$ cat src/rtl/frequency_analyzer_array.sv
// rtl/frequency_analyzer_array.sv - N-channel pixel frequency analyzer with register-write result dump
module frequency_analyzer_array #(
    parameter int                     CHANNELS        = 3,
    parameter int                     DATA_WIDTH      = 8,
    parameter int                     LINE_WIDTH      = 1024,
    parameter logic [32*CHANNELS-1:0] PIXEL_INDICES   = {32'd1023, 32'd511, 32'd63},
    parameter logic [64*CHANNELS-1:0] FREQUENCIES     = {32'd30000, 32'd25000, 32'd20000,
                                                         32'd15000, 32'd10000, 32'd5000},
    parameter int                     THRESHOLD       = 192,
    parameter int                     DEVIATION_PCT   = 20,
    parameter int                     COUNT_WIDTH     = 32,
    parameter int                     CLOCK_FREQUENCY = 100000000
) (
    input  logic                  clock,
    input  logic                  reset,
    input  logic [DATA_WIDTH-1:0] data,
    input  logic                  pixel_valid,
    input  logic                  line_start,
    input  logic                  start,
    input  logic                  stop,
    input  logic                  clear,
    output logic                  reg_wr_valid,
    input  logic                  reg_wr_ready,
    output logic [7:0]            reg_wr_number,
    output logic [31:0]           reg_wr_data,
    output logic                  busy,
    output logic                  irq,
    input  logic                  irq_ack
);

    localparam int INDEX_WIDTH = (LINE_WIDTH > 1) ? $clog2(LINE_WIDTH) : 1;
    localparam int WORDS       = 2 * CHANNELS;

    localparam logic [INDEX_WIDTH-1:0] LAST_COLUMN = INDEX_WIDTH'(LINE_WIDTH - 1);
    localparam logic [4:0]             LAST_WORD   = 5'(WORDS - 1);
    localparam logic [31:0]            THRESHOLD_U = 32'(THRESHOLD);
    localparam logic [COUNT_WIDTH-1:0] COUNT_MAX   = '1;

    typedef enum logic [1:0] {
        S_IDLE = 2'd0,
        S_RUN  = 2'd1,
        S_DUMP = 2'd2,
        S_DONE = 2'd3
    } state_t;

    state_t state_q, state_d;

    logic [INDEX_WIDTH-1:0] column_q, column_d;
    logic [CHANNELS-1:0]    sample_q, sample_d;
    logic [CHANNELS-1:0]    synced_q, synced_d;
    logic [COUNT_WIDTH-1:0] counter_q [CHANNELS];
    logic [COUNT_WIDTH-1:0] counter_d [CHANNELS];
    logic [COUNT_WIDTH-1:0] period_q  [CHANNELS];
    logic [COUNT_WIDTH-1:0] period_d  [CHANNELS];
    logic [COUNT_WIDTH-1:0] acc_f0_q  [CHANNELS];
    logic [COUNT_WIDTH-1:0] acc_f0_d  [CHANNELS];
    logic [COUNT_WIDTH-1:0] acc_f1_q  [CHANNELS];
    logic [COUNT_WIDTH-1:0] acc_f1_d  [CHANNELS];
    logic [4:0]             word_idx_q, word_idx_d;

    logic        reg_wr_valid_q, reg_wr_valid_d;
    logic [7:0]  reg_wr_number_q, reg_wr_number_d;
    logic [31:0] reg_wr_data_q, reg_wr_data_d;
    logic        busy_q, busy_d;
    logic        irq_q, irq_d;

    logic [INDEX_WIDTH-1:0] pixel_col;
    logic                   sample_in;
    logic [CHANNELS-1:0]    hit;
    logic [CHANNELS-1:0]    match_f0;
    logic [CHANNELS-1:0]    match_f1;

    function automatic logic [COUNT_WIDTH-1:0] sat_inc(input logic [COUNT_WIDTH-1:0] v);
        return (v == COUNT_MAX) ? v : v + COUNT_WIDTH'(1);
    endfunction

    // A pixel flagged with line_start is column 0 regardless of the running count
    assign pixel_col = line_start ? '0 : column_q;
    assign sample_in = (32'(data) >= THRESHOLD_U);

    // Per-channel column hit and period match windows fixed at elaboration
    for (genvar k = 0; k < CHANNELS; k++) begin : g_channel
        localparam logic [63:0] P_F0  = 64'(CLOCK_FREQUENCY) / 64'(FREQUENCIES[64*k +: 32]);
        localparam logic [63:0] P_F1  = 64'(CLOCK_FREQUENCY) / 64'(FREQUENCIES[64*k+32 +: 32]);
        localparam logic [63:0] DV_F0 = (P_F0 * 64'(DEVIATION_PCT)) / 64'd100;
        localparam logic [63:0] DV_F1 = (P_F1 * 64'(DEVIATION_PCT)) / 64'd100;
        localparam logic [63:0] LO_F0 = P_F0 - DV_F0;
        localparam logic [63:0] HI_F0 = P_F0 + DV_F0;
        localparam logic [63:0] LO_F1 = P_F1 - DV_F1;
        localparam logic [63:0] HI_F1 = P_F1 + DV_F1;

        assign hit[k]      = pixel_valid && (32'(pixel_col) == PIXEL_INDICES[32*k +: 32]);
        assign match_f0[k] = (64'(period_q[k]) >= LO_F0) && (64'(period_q[k]) <= HI_F0);
        assign match_f1[k] = (64'(period_q[k]) >= LO_F1) && (64'(period_q[k]) <= HI_F1);
    end

    // Next-state, measurement datapath and registered output values
    always_comb begin
        state_d         = state_q;
        column_d        = column_q;
        sample_d        = sample_q;
        synced_d        = synced_q;
        counter_d       = counter_q;
        period_d        = period_q;
        acc_f0_d        = acc_f0_q;
        acc_f1_d        = acc_f1_q;
        word_idx_d      = word_idx_q;
        reg_wr_valid_d  = 1'b0;
        reg_wr_number_d = '0;
        reg_wr_data_d   = '0;
        busy_d          = 1'b0;
        irq_d           = 1'b0;

        if (pixel_valid) begin
            column_d = (pixel_col == LAST_COLUMN) ? '0 : pixel_col + INDEX_WIDTH'(1);
        end

        case (state_q)
            S_IDLE: begin
                if (start) begin
                    state_d = S_RUN;
                end
            end
            S_RUN: begin
                if (stop) begin
                    state_d    = S_DUMP;
                    word_idx_d = '0;
                end
            end
            S_DUMP: begin
                if (reg_wr_valid_q && reg_wr_ready) begin
                    if (word_idx_q == LAST_WORD) begin
                        state_d = S_DONE;
                    end else begin
                        word_idx_d = word_idx_q + 5'd1;
                    end
                end
            end
            S_DONE: begin
                if (start) begin
                    state_d = S_RUN;
                end else if (irq_ack) begin
                    state_d = S_IDLE;
                end
            end
            default: state_d = S_IDLE;
        endcase

        if (state_q == S_RUN) begin
            for (int k = 0; k < CHANNELS; k++) begin
                counter_d[k] = sat_inc(counter_q[k]);
                if (hit[k]) begin
                    sample_d[k] = sample_in;
                    if (sample_in && !sample_q[k]) begin
                        // The first rising edge only aligns the counter; no period yet
                        counter_d[k] = '0;
                        synced_d[k]  = 1'b1;
                        if (synced_q[k]) begin
                            period_d[k] = sat_inc(counter_q[k]);
                        end
                    end
                end
                if (match_f0[k]) begin
                    acc_f0_d[k] = sat_inc(acc_f0_q[k]);
                end
                if (match_f1[k]) begin
                    acc_f1_d[k] = sat_inc(acc_f1_q[k]);
                end
            end
        end

        // Results must stay frozen while they are being written out
        if (clear && (state_q != S_DUMP)) begin
            for (int k = 0; k < CHANNELS; k++) begin
                acc_f0_d[k] = '0;
                acc_f1_d[k] = '0;
            end
        end

        if ((state_d == S_RUN) && (state_q != S_RUN)) begin
            column_d = '0;
            sample_d = '0;
            synced_d = '0;
            for (int k = 0; k < CHANNELS; k++) begin
                counter_d[k] = '0;
                period_d[k]  = '0;
                acc_f0_d[k]  = '0;
                acc_f1_d[k]  = '0;
            end
        end

        // Word i carries channel i/2, bin i%2; built from next-cycle accumulators
        if (state_d == S_DUMP) begin
            reg_wr_valid_d  = 1'b1;
            reg_wr_number_d = 8'(word_idx_d) + 8'd1;
            for (int k = 0; k < CHANNELS; k++) begin
                if (word_idx_d == 5'(2 * k)) begin
                    reg_wr_data_d = 32'(acc_f0_d[k]);
                end
                if (word_idx_d == 5'(2 * k + 1)) begin
                    reg_wr_data_d = 32'(acc_f1_d[k]);
                end
            end
        end

        busy_d = (state_d != S_IDLE);
        irq_d  = (state_d == S_DONE);
    end

    // State and datapath registers
    always_ff @(posedge clock) begin
        if (reset) begin
            state_q         <= S_IDLE;
            column_q        <= '0;
            sample_q        <= '0;
            synced_q        <= '0;
            counter_q       <= '{default: '0};
            period_q        <= '{default: '0};
            acc_f0_q        <= '{default: '0};
            acc_f1_q        <= '{default: '0};
            word_idx_q      <= '0;
            reg_wr_valid_q  <= 1'b0;
            reg_wr_number_q <= '0;
            reg_wr_data_q   <= '0;
            busy_q          <= 1'b0;
            irq_q           <= 1'b0;
        end else begin
            state_q         <= state_d;
            column_q        <= column_d;
            sample_q        <= sample_d;
            synced_q        <= synced_d;
            counter_q       <= counter_d;
            period_q        <= period_d;
            acc_f0_q        <= acc_f0_d;
            acc_f1_q        <= acc_f1_d;
            word_idx_q      <= word_idx_d;
            reg_wr_valid_q  <= reg_wr_valid_d;
            reg_wr_number_q <= reg_wr_number_d;
            reg_wr_data_q   <= reg_wr_data_d;
            busy_q          <= busy_d;
            irq_q           <= irq_d;
        end
    end

    assign reg_wr_valid  = reg_wr_valid_q;
    assign reg_wr_number = reg_wr_number_q;
    assign reg_wr_data   = reg_wr_data_q;
    assign busy          = busy_q;
    assign irq           = irq_q;

endmodule
$ cat config.mk
export PLATFORM = sky130hd
export DESIGN_NAME = frequency_analyzer_array
export DESIGN_NICKNAME = d
export VERILOG_FILES = /design/src/rtl/frequency_analyzer_array.sv
export SDC_FILE = /design/constraint.sdc
export NUM_CORES = 1
export LEC_CHECK = 0
export CAP_MARGIN = 20
export CELL_PAD_IN_SITES_DETAIL_PLACEMENT = 1
export CELL_PAD_IN_SITES_GLOBAL_PLACEMENT = 1
export CORE_ASPECT_RATIO = 0.75
export CORE_MARGIN = 2
export CORE_UTILIZATION = 43
export DETAILED_ROUTE_END_ITERATION = 7
export PLACE_DENSITY_LB_ADDON = 0.1
export SLEW_MARGIN = 20
export SYNTH_ARGS = -nofsm -noshare
export SYNTH_HDL_FRONTEND = slang
export SYNTH_SLANG_ARGS = --single-unit
$ cat constraint.sdc
create_clock -name clock -period 3.8 [get_ports clock]
set_clock_uncertainty 0.05 [all_clocks]
set_input_delay 0.76 -clock clock [delete_from_list [all_inputs] [get_ports clock]]
set_output_delay 0.76 -clock clock [all_outputs]
set_load 0.005 [all_outputs]
After elaboration in Yosys (flattened, before gate mapping)
Index checks and enable logic that the tools add are counted.
Word-level totals
  word-level logic and storage cells: 157
  input port bits: 17
  flip-flop bits (word level): 450
Cells by class
  order comparisons: 13
  add/sub/neg operators: 12
  mux-type cells: 47
  bitwise logic cells: 1
  reduce and logical (&&, ||, !) cells: 32
  eq/ne operators: 26
Operators with widths (count)
  32-bit two-way mux: 27
  96-bit two-way mux: 6
  32-bit by 1-bit adder with 32-bit output (second input constant): 9
  32-bit equality test (second input constant): 9
  32-bit by 12-bit >= comparator with 1-bit output (second input constant): 3
  32-bit by 13-bit <= comparator with 1-bit output (second input constant): 3
  32-bit by 13-bit >= comparator with 1-bit output (second input constant): 2
  32-bit by 14-bit >= comparator with 1-bit output (second input constant): 1
  32-bit by 12-bit <= comparator with 1-bit output (second input constant): 1
  32-bit by 14-bit <= comparator with 1-bit output (second input constant): 1
  32-bit by 15-bit <= comparator with 1-bit output (second input constant): 1
  10-bit two-way mux: 2
  5-bit by 3-bit equality test with 1-bit output (second input constant): 3
  1-bit logical AND: 15
  5-bit two-way mux: 3
  2-bit two-way mux: 6
  4-bit AND reduction: 3
  10-bit by 1-bit adder with 10-bit output (second input constant): 1
  10-bit equality test (second input constant): 1
  10-bit by 6-bit equality test with 1-bit output (second input constant): 1
  10-bit by 9-bit equality test with 1-bit output (second input constant): 1
  5-bit by 2-bit equality test with 1-bit output (second input constant): 2
  5-bit one-hot mux with 2 select lines: 1
  3-bit AND reduction: 3
  17 further kinds: 26

Depth between registers and ports, before layout
  depth in word-level cells: 13
  gate-level depth with buffers: 17
  mapped depth without buffers: 16

Worst setup path after synthesis
No wires, ideal clock.
  path type: register -> register
  start point: reg state_q[1]
  end point: reg reg_wr_data_q[28], in the netlist reg_wr_data[28]
  setup time: 116 ps
  data arrival time: 3477 ps
  buffers on the path: 2
  stages on the path, launching flop included: 18
  required time: 3634 ps
  setup slack: 157 ps
  cells stage by stage: dfxtp_1 > inv_1 > ha_1 > clkbuf_1 > inv_1 > or4_1 > o21ai_0 > a22oi_1 > inv_1 > ha_1 > inv_1 > a2111oi_0 > and2_1 > clkbuf_1 > o211ai_1 > nand4_1 > o211ai_1 > a31o_2
On the way
  elaborated cells between the ends (all ways): 38
  classes of those cells: 12 x eq/ne; 20 x mux; 1 x bitwise; 5 x reduce/logical
RTL lines
  start: declaration: line 46  | state_t state_q, state_d;
  start signal: assignment: line 228  | state_q <= state_d;
  2-bit equality test / 2-bit by 1-bit equality test with 1-bit output (equally long branches): line 118  | case (state_q)
  5-bit one-hot mux with 2 select lines (*): line 118
  named net word_idx_d[1]: line 59  | logic [4:0] word_idx_q, word_idx_d;
  5-bit zero test: line 197  | if (word_idx_d == 5'(2 * k)) begin
  32-bit two-way mux: line 197
  32-bit two-way mux: line 200  | if (word_idx_d == 5'(2 * k + 1)) begin
  32-bit two-way mux: line 197
  32-bit two-way mux: line 200
  32-bit two-way mux: line 197
  32-bit two-way mux (*): line 200
  end signal: assignment: line 239  | reg_wr_data_q <= reg_wr_data_d;
  end: declaration: line 63  | logic [31:0] reg_wr_data_q, reg_wr_data_d;
The timed path passes the listed nets; every way through them passes the cells marked *.
A chain may end at the register's enable or synchronous reset.

Final worst setup path
  start point: reg state_q[1]
  end point: reg reg_wr_data_q[21], in the netlist reg_wr_data[21]
On the way
  word-level cells in the longest chain between the ends: 12
  elaborated cells between the ends (all ways): 38
  classes of those cells: 12 x eq/ne; 20 x mux; 1 x bitwise; 5 x reduce/logical
Ends and longest elaborated chain
  2-bit two-way mux, on equally long branches: line 142, 132
  2-bit two-way mux, on equally long branches: line 140, 131
  2-bit one-hot mux with 4 select lines: line 118
  2-bit by 1-bit equality test with 1-bit output: line 180  | if ((state_d == S_RUN) && (state_q != S_RUN)) begin
  1-bit logical AND: line 180
  96-bit two-way mux: line 180
  32-bit two-way mux: line 197
  32-bit two-way mux: line 200
  32-bit two-way mux: line 197
  32-bit two-way mux: line 200
  32-bit two-way mux: line 197
  32-bit two-way mux: line 200
Parallel ways exist; a longest one is shown, timed or not.

==> summary.md <==
| Metric | Value |
|---|---|
| Maximum clock insertion buffer count | 3 |
| Setup Viol. Count Final | 0 |
| H-tree levels | 2 |
| Yosys cell types | 97 |
| Status | completed |
| Post-route cell area | 28240 µm² |
| Final HPWL DP | 67390 µm |
| Die H | 207.3 µm |
| Via Count | 23632 |
| RSZ-0062 raised after global routing | yes |
| Slew headroom | 33.90% |
| Busiest grt layer | met1 |
| CTS tree | done |
| Critical path capture point type | flop |
| Crit Path Category | flop to flop |
| Placed cells | 3802 |
| Final hold vios | 0 |
| Met1 Resource Use GR | 45.82% |
| GRT met2 Usage | 45.78% |
| DRT antenna net count | 0 |
| Fmax | 272.3 MHz |
| Pwr dens | 369.7 nW/µm² |
| Top FF cell, synth | dfxtp_1 |
| Number of fill cells in the layout | 6509 |
| Min Tclk post-route | 3.673 ns |
| Worst Setup SP | state_q[1]$_SDFF_PP0_ |
| IO buf count | 51 |
| Worst-Skew Late Latency | 0.61 ns |
| GRT Overall Usage | 30.72% |
| Cell row count | 74 |
| Met3 Resource Use GR | 5.171% |
| Antenna violations before repair | 3 |
| WL/cell | 22.88 µm |
| Core area | 54440 µm² |
| CP Max Fanout | 6 |
| # DRC | 0 |
| Fin crit share | 96.66% |
| Largest net degree at the start of global routing | 69 |
| Final std cells w/o fill | 3889 |
| CTS buffer count | 49 |
| Vias per inst | 6.077 |
| Cells after synthesis | 2982 |
| Initial Util | 43.52% |
| Flop and latch count out of synthesis | 448 |
| Area post-placement | 26450 µm² |
| Final GP Congestion | 0.9623 |
| Seq/Total Area, Yosys | 37.85% |
| Post-synth top area share | 37.85% |
| Leak | 9.129 nW |
| Layout area overhead | 19.20% |
| Starting DRT DRC Count | 2103 |
| Die X | 275.0 µm |
| Post-synth EDFFs | 0 |
| Nets | 3168 |
| R2r startpoint | state_q[1]$_SDFF_PP0_ |
| CTS root buffer | clkbuf_16 |
| Post-CTS Setup Inserts | 0 |
| Tightest Pin Transition | 0.9915 ns |
| Worst Hold Launch | column_q[0]$_SDFFE_PP0P_ |
| Clock Pin Slew Worst Setup and Hold Paths | 0.06 ns |
| CP Launch Type | flop |
| Critical Path RT | 4.23 ns |
| Asr flop ratio synth | 0% |
| Max rail drop VDD | 0.3083 mV |
| Max-cap check violation count | 0 |
| Ant diodes | 0 |
| Global-route wire length before repair | 138100 µm |
| Slew Viols, Final | 0 |
| Layout cells sized above 1 | 12.06% |
| Mean post-synth cell area | 7.945 µm² |
| Drt pass-1 iters | 6 |
| Reg2reg path depth | 13 |
| Synthesized area | 23690 µm² |
| GRT Residual Overflow | 0 |
| Routed WL | 89000 µm |
| HP Class | flop to flop |
| Biggest area contributors in the synthesized netlist | dfxtp_1 (38%), nor2_1 (6.5%), xnor2_1 (5.5%), xor2_1 (3.6%), a21oi_1 (3.5%) |
| Die area | 57010 µm² |
| Vias in the first global route | 23724 |
| # IOs | 60 |
| Arrival @ worst endpoint | 4.10 ns |
| Worst hold margin | 0.4168 ns |
| Hold Path Stages | 2 |
| Clock sinks | 448 |
| Synth area leader | dfxtp_1 |
| Ys Warns | 0 |
[path summary, 6_finish.rpt]
check / endpoint / slack [ns]
setup / recovery: reg_wr_data[21]$_SDFF_PP0_ / 0.13
hold / removal: column_q[0]$_SDFFE_PP0P_ / 0.42
setup reg to reg: reg_wr_data[21]$_SDFF_PP0_ / 0.13
hold reg to reg: column_q[0]$_SDFFE_PP0P_ / 0.42
[flip-flops by register name, summed over array words and instances, names as in the netlist]
signal,count
counter_q,96
word_idx_q,5
acc_f0_q,96
busy,1
period_q,96
sample_q,3
reg_wr_valid,1
reg_wr_number,6
irq,1
reg_wr_data,32
column_q,10
acc_f1_q,96
synced_q,3
state_q,2
[layout make-up]
class	count	area, µm²	area share (%)
inverter	55	206.4	0.7310
clock inverter	15	182.7	0.6468
clock buffer	72	1455	5.152
tap	722	903.4	3.199
timing repair buffer	268	2431	8.608
sequential	448	8976	31.78
multi-input combinational	2309	14090	49.88
[worst max-delay path: stages, from the launching register on]
cell     delay, ns
dfxtp_1       0.32
inv_1         0.11
ha_4          0.22
or4b_4        0.48
or4_4         0.58
nor4b_4       0.30
nand3_2       0.18
buf_4         0.22
buf_4         0.15
nor3_1        0.18
xor2_1        0.10
buf_4         0.14
a21oi_1       0.39
o41ai_2       0.12
[power breakdown]
| part | leakage, nW | total [mW] | switching, mW | internal [mW] |
|---|---|---|---|---|
| Combinational | 4.71 | 0.740 | 0.513 | 0.227 |
| Clock | 0.814 | 4.99 | 2.08 | 2.91 |
| Sequential | 3.61 | 4.71 | 0.00766 | 4.70 |
[cells in the final DEF, fill, tap and decap left out, types with 106 or more instances in the layout]
cell	netlist	layout
nand3_1	135	134
nor2_1	409	405
dfxtp_1	448	446
a21oi_1	164	164
nor3_1	118	118
nand2_1	213	211
o21ai_0	158	156
nand4_1	106	106
xnor2_1	150	150
buf_4	2	193
[cells in the mapped netlist (6+ instances only)]
master	count
dfxtp_1	448
o31ai_1	26
nand3_1	135
nor2_1	409
nand2_1	213
or3_1	30
ha_1	20
a21o_1	12
nor3b_1	12
and3_1	59
buf_1	18
o21ai_0	158
nor2b_1	54
o22ai_1	17
and4_1	36
a41oi_1	7
a31oi_1	20
and2_1	33
mux2i_1	13
nor3_1	118
nand2b_1	16
o21a_1	10
xor2_1	97
nand4_1	106
a211oi_1	78
or2_2	13
o31a_1	6
a2111oi_0	6
or4_1	29
clkbuf_1	141
a311oi_1	10
inv_1	54
nor4_1	70
o221ai_1	9
o211ai_1	23
a22oi_1	21
xnor2_1	150
a32oi_1	7
a211o_1	7
buf_2	9
nand3b_1	6
o211a_1	6
a21oi_1	164
[layer usage]
metal | share of wire (%) | vias up
li1 | - | 11135
met1 | 49 | 11760
met2 | 42 | 599
met3 | 6.5 | 138
met4 | 2.4 | 0
met5 | 0 | -
[kinds of logic after synthesis]
family / synth area share [%]
buffers and inverters: 3.691
adders and majority gates: 1.056
AOI/OAI and AO/OA: 17.73
muxes: 0.6442
xor gates and xnor gates: 9.131
and+or+nand+nor: 29.88
other: 0.01583
DFF: 37.85
[timing repair]
action	CTS	global route
hold buffers	0	0
endpoints found under the setup margin	17	32
gates resized for setup	7	33
pin swaps	0	4
[through the flow]
stage / setup TNS [ns] / utilization (%) / worst slack (ns) / power [mW]
CTS: 0 / 51.65 / 0.007475 / 10.51
finish: 0 / 51.88 / 0.1271 / 10.44
global route: -0.02954 / 51.88 / -0.02954 / 10.76
global placement: -5.067 / 48.59 / -0.5759 / 5.520
detailed placement: -11.63 / 48.59 / -0.6839 / 5.537
floorplan: 0 / - / 0.1569 / 5.194
No activity file was read; power rests on OpenSTA's default activity.
